$ cat config.mk
export PLATFORM = sky130hd
export DESIGN_NAME = rgb_expand
export DESIGN_NICKNAME = d
export VERILOG_FILES = /design/src/rtl/rgb_expand.sv
export SDC_FILE = /design/constraint.sdc
export NUM_CORES = 1
export LEC_CHECK = 0
export ABC_AREA = 1
export BUFFER_PORTS_ARGS = -buffer_cell sky130_fd_sc_hd__buf_2
export CAP_MARGIN = 0
export CORE_MARGIN = 3
export CORE_UTILIZATION = 35
export CTS_CLUSTER_SIZE = 16
export DETAILED_ROUTE_END_ITERATION = 6
export PLACE_DENSITY = 0.51
export SYNTH_ARGS = -nofsm -noshare
export SYNTH_HDL_FRONTEND = slang
export SYNTH_SLANG_ARGS = --single-unit
$ cat constraint.sdc
create_clock -name clk_in -period 2.4 [get_ports clk_in]
set_clock_uncertainty 0.05 [all_clocks]
set_input_delay 0.12 -clock clk_in [delete_from_list [all_inputs] [get_ports clk_in]]
set_output_delay 0.12 -clock clk_in [all_outputs]
set_load 0.01 [all_outputs]
$ cat src/rtl/rgb_expand.sv
// rgb_expand: re-expands a 3-bit {blue,green,red} threshold stream to full RGB.
// Compressed pixels are buffered in a small FIFO. A single output register applies
// programmable per-channel on/off levels and flags the last pixel of each line.
// Optional build macro RGB_EXPAND_STATS_EN adds drop_count_out, a saturating
// count of cycles in which an offered pixel was refused.
module rgb_expand #(
  parameter int unsigned COLOUR_DEPTH = 8,
  parameter int unsigned FIFO_DEPTH   = 16,
  parameter int unsigned LINE_WIDTH   = 640,
  parameter int unsigned ON_LEVEL     = (1 << COLOUR_DEPTH) - 1,
  parameter int unsigned OFF_LEVEL    = 0
) (
  input  logic                      clk_in,
  input  logic                      rst_n_in,
  input  logic [2:0]                compressed_in,
  input  logic                      valid_in,
  output logic                      ready_out,
  input  logic                      cfg_we_in,
  input  logic [2:0]                cfg_sel_in,
  input  logic [COLOUR_DEPTH-1:0]   cfg_data_in,
  output logic [3*COLOUR_DEPTH-1:0] rgb_out,
  output logic                      valid_out,
`ifdef RGB_EXPAND_STATS_EN
  output logic [15:0]               drop_count_out,
`endif
  input  logic                      ready_in,
  output logic                      eol_out
);

  localparam int unsigned PtrW = (FIFO_DEPTH > 1) ? $clog2(FIFO_DEPTH) : 1;
  localparam int unsigned CntW = PtrW + 1;
  localparam int unsigned ColW = (LINE_WIDTH > 1) ? $clog2(LINE_WIDTH) : 1;
  localparam logic [CntW-1:0]         CntFull = CntW'(FIFO_DEPTH);
  localparam logic [ColW-1:0]         ColLast = ColW'(LINE_WIDTH - 1);
  localparam logic [COLOUR_DEPTH-1:0] OnRst   = COLOUR_DEPTH'(ON_LEVEL);
  localparam logic [COLOUR_DEPTH-1:0] OffRst  = COLOUR_DEPTH'(OFF_LEVEL);

  logic [2:0] mem_q [FIFO_DEPTH];
  logic [PtrW-1:0] wr_ptr_q, wr_ptr_d, rd_ptr_q, rd_ptr_d;
  logic [CntW-1:0] cnt_q, cnt_d;
  logic [ColW-1:0] col_q, col_d;
  logic            ready_q;
  logic            valid_q;
  logic            eol_q;
  logic [3*COLOUR_DEPTH-1:0] rgb_q, pix_exp;
  logic [2:0][COLOUR_DEPTH-1:0] on_q, off_q;
  logic push, pop, hs;
  logic [2:0] head;

  assign push = valid_in && ready_q;
  assign hs   = valid_q && ready_in;
  assign pop  = (cnt_q != '0) && (!valid_q || ready_in);
  assign head = mem_q[rd_ptr_q];

  // FIFO pointer, occupancy and line-column next state
  always_comb begin
    wr_ptr_d = wr_ptr_q;
    rd_ptr_d = rd_ptr_q;
    cnt_d    = cnt_q;
    col_d    = col_q;
    if (push) wr_ptr_d = wr_ptr_q + 1'b1;
    if (pop)  rd_ptr_d = rd_ptr_q + 1'b1;
    unique case ({push, pop})
      2'b10:   cnt_d = cnt_q + 1'b1;
      2'b01:   cnt_d = cnt_q - 1'b1;
      default: cnt_d = cnt_q;
    endcase
    if (hs) col_d = (col_q == ColLast) ? '0 : col_q + 1'b1;
  end

  // Expand the FIFO head with the levels held before this edge's config write
  always_comb begin
    pix_exp = '0;
    for (int c = 0; c < 3; c++) begin
      pix_exp[c*COLOUR_DEPTH +: COLOUR_DEPTH] = head[c] ? on_q[c] : off_q[c];
    end
  end

  // FIFO storage; contents beyond the occupancy count are don't-care
  always_ff @(posedge clk_in) begin
    if (push) mem_q[wr_ptr_q] <= compressed_in;
  end

  // FIFO control, registered ready and output stage
  always_ff @(posedge clk_in or negedge rst_n_in) begin
    if (!rst_n_in) begin
      wr_ptr_q <= '0;
      rd_ptr_q <= '0;
      cnt_q    <= '0;
      col_q    <= '0;
      ready_q  <= 1'b0;
      valid_q  <= 1'b0;
      rgb_q    <= '0;
      eol_q    <= 1'b0;
    end else begin
      wr_ptr_q <= wr_ptr_d;
      rd_ptr_q <= rd_ptr_d;
      cnt_q    <= cnt_d;
      col_q    <= col_d;
      // Full is judged on the post-edge count, so a pop never frees a same-cycle push
      ready_q  <= (cnt_d != CntFull);
      if (pop) begin
        valid_q <= 1'b1;
        rgb_q   <= pix_exp;
        // col_d already accounts for the handshake of the pixel being replaced
        eol_q   <= (col_d == ColLast);
      end else if (hs) begin
        valid_q <= 1'b0;
      end
    end
  end

  // Level registers; channel 3 writes are dropped
  always_ff @(posedge clk_in or negedge rst_n_in) begin
    if (!rst_n_in) begin
      on_q  <= {3{OnRst}};
      off_q <= {3{OffRst}};
    end else if (cfg_we_in && (cfg_sel_in[1:0] != 2'd3)) begin
      if (cfg_sel_in[2]) on_q[cfg_sel_in[1:0]]  <= cfg_data_in;
      else               off_q[cfg_sel_in[1:0]] <= cfg_data_in;
    end
  end

`ifdef RGB_EXPAND_STATS_EN
  logic [15:0] drop_q;

  // Saturating count of refused offers
  always_ff @(posedge clk_in or negedge rst_n_in) begin
    if (!rst_n_in) begin
      drop_q <= '0;
    end else if (valid_in && !ready_q && (drop_q != 16'hFFFF)) begin
      drop_q <= drop_q + 16'd1;
    end
  end

  assign drop_count_out = drop_q;
`endif

  assign ready_out = ready_q;
  assign valid_out = valid_q;
  assign rgb_out   = rgb_q;
  assign eol_out   = eol_q;

endmodule
# Yosys cells after proc, flatten, opt, wreduce, memory -nomap -nowiden
# Memories as Yosys holds them, arrays and structs flattened.
# Cells that the tools add are included.
[word_totals] regBits=98 ram_bits=48 in_bits=19 output_inout_bits=27 wordCells=54 mem_count=1
[classes] add_sub_neg=5 n_lt_le_gt_ge=2 eq_ne=6 muxes=14 n_bitwise=1 n_reduce_logical=11
[mem_list] name="mem_q" depth=16 word_bits=3 rd=1 rd_ports_with_merged_regs=0 write_ports=1 line="38" source="logic [2:0] mem_q [FIFO_DEPTH];"
[ops] op="$bwmux W24" n=2
[ops] op="$mux W8" n=4
[ops] op="$eq A10 B10 Y1 const B" n=2
[ops] op="$mux W10" n=2
[ops] op="$demux W8 S2" n=1
[ops] op="$add A10 B1 Y10 const B" n=1
[ops] op="$pmux W5 S2" n=1
[ops] op="$add A4 B1 Y4 const B" n=2
[ops] op="$add A5 B1 Y5 const B" n=1
[ops] op="$logic_and A1 B1 Y1" n=5
[ops] op="$ne A5 B5 Y1 const B" n=1
[ops] op="$reduce_bool A5 Y1" n=1
[ops] op="$sub A5 B1 Y5 const B" n=1
[ops] op="$mux W1" n=4
[ops] op="$reduce_and A2 Y1" n=2
[ops] op="$lt A2 B3 Y1 const B" n=1
[ops] op="$eq A2 B1 Y1 const B" n=1
[ops] op="$eq A2 B2 Y1 const B" n=1
[ops] op="$ge A2 B1 Y1 const B" n=1
[ops] op="$ne A2 B2 Y1 const B" n=1
[ops] op="$reduce_bool A2 Y1" n=1
[ops] op="$logic_not A1 Y1" n=1
[ops] op="$logic_or A1 B1 Y1" n=1
[ops] op="$not A1 Y1" n=1

# Depth between registers and ports, before layout
[depth] ltp_word=6 ltp_mapped=14 depth_no_buf=13

# Worst setup path before layout
# Ideal clock, no wire load.
[synth_timing] kind="register to register" startpoint="reg cnt_q[0]" endpoint="reg ready_q (netlist: ready_out)" setup_time_ns=0.134 arrival_ns=2.081 t_required_ns=2.216 setup_slack_ns=0.135 path_stages_with_launch=12 path_buffers=1 synth_period_minus_slack_ns=2.265 path_cell_list="dfrtp_1 > nor2_1 > nand3_1 > nand2_2 > inv_1 > buf_2 > ha_1 > fa_1 > o21ai_0 > o21ai_0 > nor3_1 > nand3_1"
[synth_between] elab_chain_cells=5 elab_cells_between_ends=8 cone_classes="2 x add/sub; 3 x eq/ne; 1 x mux; 2 x reduce/logical"
[synth_lines] item="from (decl)" line="40" source="logic [CntW-1:0] cnt_q, cnt_d;"
[synth_lines] item="from (signal assigned)" line="98" source="cnt_q <= cnt_d;"
[synth_lines] item="$reduce_bool A5 Y1 (*)" line="52" source="assign pop = (cnt_q != '0) && (!valid_q || ready_in);"
[synth_lines] item="$logic_and A1 B1 Y1 (*)" line="52"
[synth_lines] item="named net pop" line="47" source="logic push, pop, hs;"
[synth_lines] item="$eq A2 B1 Y1 / $eq A2 B2 Y1 (equally long branches)" line="63" source="unique case ({push, pop})"
[synth_lines] item="$pmux W5 S2 (*)" line="63"
[synth_lines] item="named net cnt_d[2]" line="40"
[synth_lines] item="$ne A5 B5 Y1 (*)" line="101" source="ready_q <= (cnt_d != CntFull);"
[synth_lines] item="to (signal assigned)" line="101"
[synth_lines] item="to (decl)" line="42" source="logic ready_q;"
# Mark *: on every way through the listed nets, which the timed path passes. The rest lies on a longest branch.
# A chain may end at the register's enable or synchronous reset.

# Worst setup path after layout
[layout_timing] startpoint="reg cnt_q[0]" endpoint="reg ready_q (netlist: ready_out)"
[layout_between] elab_chain_cells=5 elab_cells_between_ends=8 cone_classes="2 x add/sub; 3 x eq/ne; 1 x mux; 2 x reduce/logical"
[layout_lines] item="branches (longest 3 deep; another with $sub A5 B1 Y5)"
[layout_lines] item="$pmux W5 S2 (*)" line="63"
[layout_lines] item="named net cnt_d[2]" line="40"
[layout_lines] item="$ne A5 B5 Y1 (*)" line="101"
# Mark *: on every way through the listed nets, which the timed path passes.

==> flow_summary.ini <==
[status]
status = completed

[finish]
layout_common_cells = nand2_1 (244), inv_1 (112), nand3_1 (76), dfrtp_1 (74), o21ai_0 (53)
num_antenna_cells = 0
nNetsFinal = 837
drive_gt1_share_pct = 17.1
area_delta_synth_final_pct = 17.8
final_util_pct = 42.5
layout_commonest_cell = nand2_1
fillers = 1893
design_area_mm2 = 0.00803

[cts]
postCtsSetupBuffers = 0
clk_latency_ns = 0.42
cts.sinks = 146
clk_pin_slew_worst_paths_ns = 0.06
hold_buffers = 3
cts_made_buffers = 17
cts_resized = 0
cts_tree = yes
cts_buffer_depth = 2
cts-root-buf = clkbuf_16
htreeDepth = 4

[global_route]
track_usage_pct = 15.1
grt_antenna_before_repair = 0
grt_start_max_net_pins = 45
grt_pass1_wl_um = 25500
grt_pass1_vias = 4946
grt.overflow.total = 0

[power_and_ir_drop]
netSwitchingFraction_pct = 37.7
cell_internal_pwr_mw = 6.43
clockPowerShare_pct = 28.7
ir_drop_uv = 562
seqPwrFrac_pct = 35.8
p_leak_nw = 3.88
switchingPower_mw = 3.89
cellPowerDensity_mw_per_mm2 = 1290
combPwrFrac_pct = 35.5

[route]
ant_nets = 0
viasPerCell = 4.47
drc = 0
via_count = 4829
drt_iter0_drc = 287
routedWlPerCell_um = 14.2
dr.pass1.iters = 4
wirelength_um = 15300

[sta]
relSlewSlack_pct = 57.1
finalCritPeriodShare_pct = 92.5
setup_tns_ns = 0
rsz0062_at_grt = no
period_minus_slack_ns = 2.22
worstMarginPinSlew_ns = 0.642
fin_ws_ns = 0.179
slew_violations = 0
hold_viol = 0
fmax_mhz = 450
setup_violations = 0

[synth]
yosysWarnings = 0
avgSynthCellArea_um2 = 9.05
async_reset_ff_share_pct = 67.1
ys_seq_area_share_pct = 57.6
synth.distinct_cells = 32
ys_ff_latch = 146
synthCells = 753
synth_edf_count = 48
synth-main-ff-cell = dfrtp_1
synth.cell_area_mm2 = 0.00682
synth_nets = 783

[critical_path]
crit_type = reg2reg
endpoint_kind = register
cp-start-kind = register
crit_path_top_delay_cell = dfrtp_1
r2r.worst_path.cells = 10
cp.arrival_ns = 2.47
crit_buf_inv = 1
worstPathMaxFanout = 5
ff2ff_setup_slack_ns = 0.18
slowest_delay_ns = 0.43
crit_family = adder cells
r2r_end = ready_out
r2r-start = cnt_q[0]
cp_cell_sequence = nor2_1, nand3_1, nand2_2, inv_1, ha_1, fa_1, o21ai_0, o21ai_0, nor3_1, nand3_1
crit_required_ns = 2.65

[worst_hold_path]
holdPathEnd = off_q[9]
hold_start = cfg_data_in[1]
whs_path_depth = 3
hold_class = in2reg

[place]
place_area_mm2 = 0.00732
port-buffer-count = 45
dp_hpwl_um = 10400
dp_slack_ns = 0.172
gp_congestion = 0.762

[die]
fp.dieW_um = 146
die_height_um = 146
coreArea_mm2 = 0.0189
std_cell_rows = 50
design.die.area_mm2 = 0.0212
start_util_pct = 36.1
pin_count = 46

[flow_run]
maxCapViolations = 0
worst reg2reg max path: stages, from the launching register on:
cell and delay [ns]:
dfrtp_1 0.43, nor2_1 0.12, nand3_1 0.09, nand2_2 0.07, inv_1 0.06, ha_1 0.26
fa_1 0.43, o21ai_0 0.16, o21ai_0 0.13, nor3_1 0.18, nand3_1 0.11
cells in the mapped netlist (2+ instances only):
library cell,n,area [um^2]
nor2_2,3,18.8
inv_1,112,420
inv_2,4,15.0
a21oi_1,3,15.0
nand3_1,76,380
buf_4,2,15.0
dfstp_2,24,631
xor2_1,7,61.3
nand2_4,3,33.8
edfxtp_1,48,1440
clkbuf_1,8,30.0
buf_2,5,25.0
nor3_1,3,15.0
nand4_1,11,68.8
nand2_2,2,12.5
nor2_4,2,22.5
buf_6,3,33.8
nand2_1,244,916
o21ai_0,53,265
nand3_2,12,120
dfrtp_1,74,1850
ha_1,10,125
xnor2_1,3,26.3
nor2_1,28,105
nand3_4,6,105
power by group through the flow:
| stage | Sequential (mW) | Clock, mW | Combinational, mW |
|---|---|---|---|
| detailed placement | 3.74 | 0 | 3.71 |
| global route | 3.78 | 3.14 | 4.22 |
| floorplan | 3.72 | 0 | 2.66 |
| global placement | 3.73 | 0 | 3.70 |
| CTS | 3.70 | 3.03 | 3.74 |
| finish | 3.70 | 2.96 | 3.66 |
worst max-delay path by stage:
stage | from | cells past startpoint | endpoint | slack, ns
floorplan | cnt_q[0] | 11 | ready_out | 0.14
global placement | cnt_q[0] | 10 | ready_out | 0.18
detailed placement | cnt_q[0] | 10 | ready_out | 0.17
CTS | cnt_q[0] | 10 | ready_out | 0.15
global route | valid_out | 9 | ready_out | 0.0008
finish | cnt_q[0] | 10 | ready_out | 0.18
metal layers:
layer / track usage (%) / up-vias / wire [um] / part of all wire (%)
met5: 0 / - / 0 / 0
met4: 4.75 / 0 / 213 / 1.4
met3: 3.27 / 16 / 458 / 3.0
met2: 24.3 / 52 / 7140 / 47
met1: 20.6 / 2261 / 7520 / 49
li1: - / 2500 / - / -
final cells by class:
| class | instances | area [um^2] | area share, % |
|---|---|---|---|
| sequential | 146 | 3920 | 48.9 |
| multi-input combinational | 471 | 2340 | 29.2 |
| clock buffer | 23 | 543 | 6.76 |
| inverter | 117 | 444 | 5.53 |
| tap | 260 | 325 | 4.05 |
| timing repair buffer | 54 | 315 | 3.93 |
| clock inverter | 9 | 136 | 1.70 |
metrics by stage:
step                      hold slack (ns)  std cells  power, mW
final                              0.0444       1080       10.3
after global routing               0.0693       1080       11.1
after CTS                          0.0325       1080       10.5
after detailed placement            0.108       1045       7.45
after global placement              0.112       1045       7.44
after floorplan                    -0.226        753       6.38
logic make-up (layout without fill, tap and decap cells):
| family | count (synthesis) | after routing | share of synthesized area [%] |
|---|---|---|---|
| xor+xnor | 10 | 10 | 1.28 |
| compound gates | 57 | 57 | 4.22 |
| mux | 1 | 1 | 0.147 |
| flops | 146 | 146 | 57.6 |
| buf+inv | 136 | 203 | 8.09 |
| simple gates | 392 | 392 | 26.6 |
| fa+ha+maj | 11 | 11 | 2.13 |
flip-flops by register name, summed over array words and instances, names as in the netlist:
register and count:
eol_out 1, col_q 10, off_q 24, wr_ptr_q 4
rd_ptr_q 4, on_q 24, rgb_out 24, cnt_q 5
valid_out 1, mem_q 48, ready_out 1
Note: power is estimated with default switching activity, not from simulation.
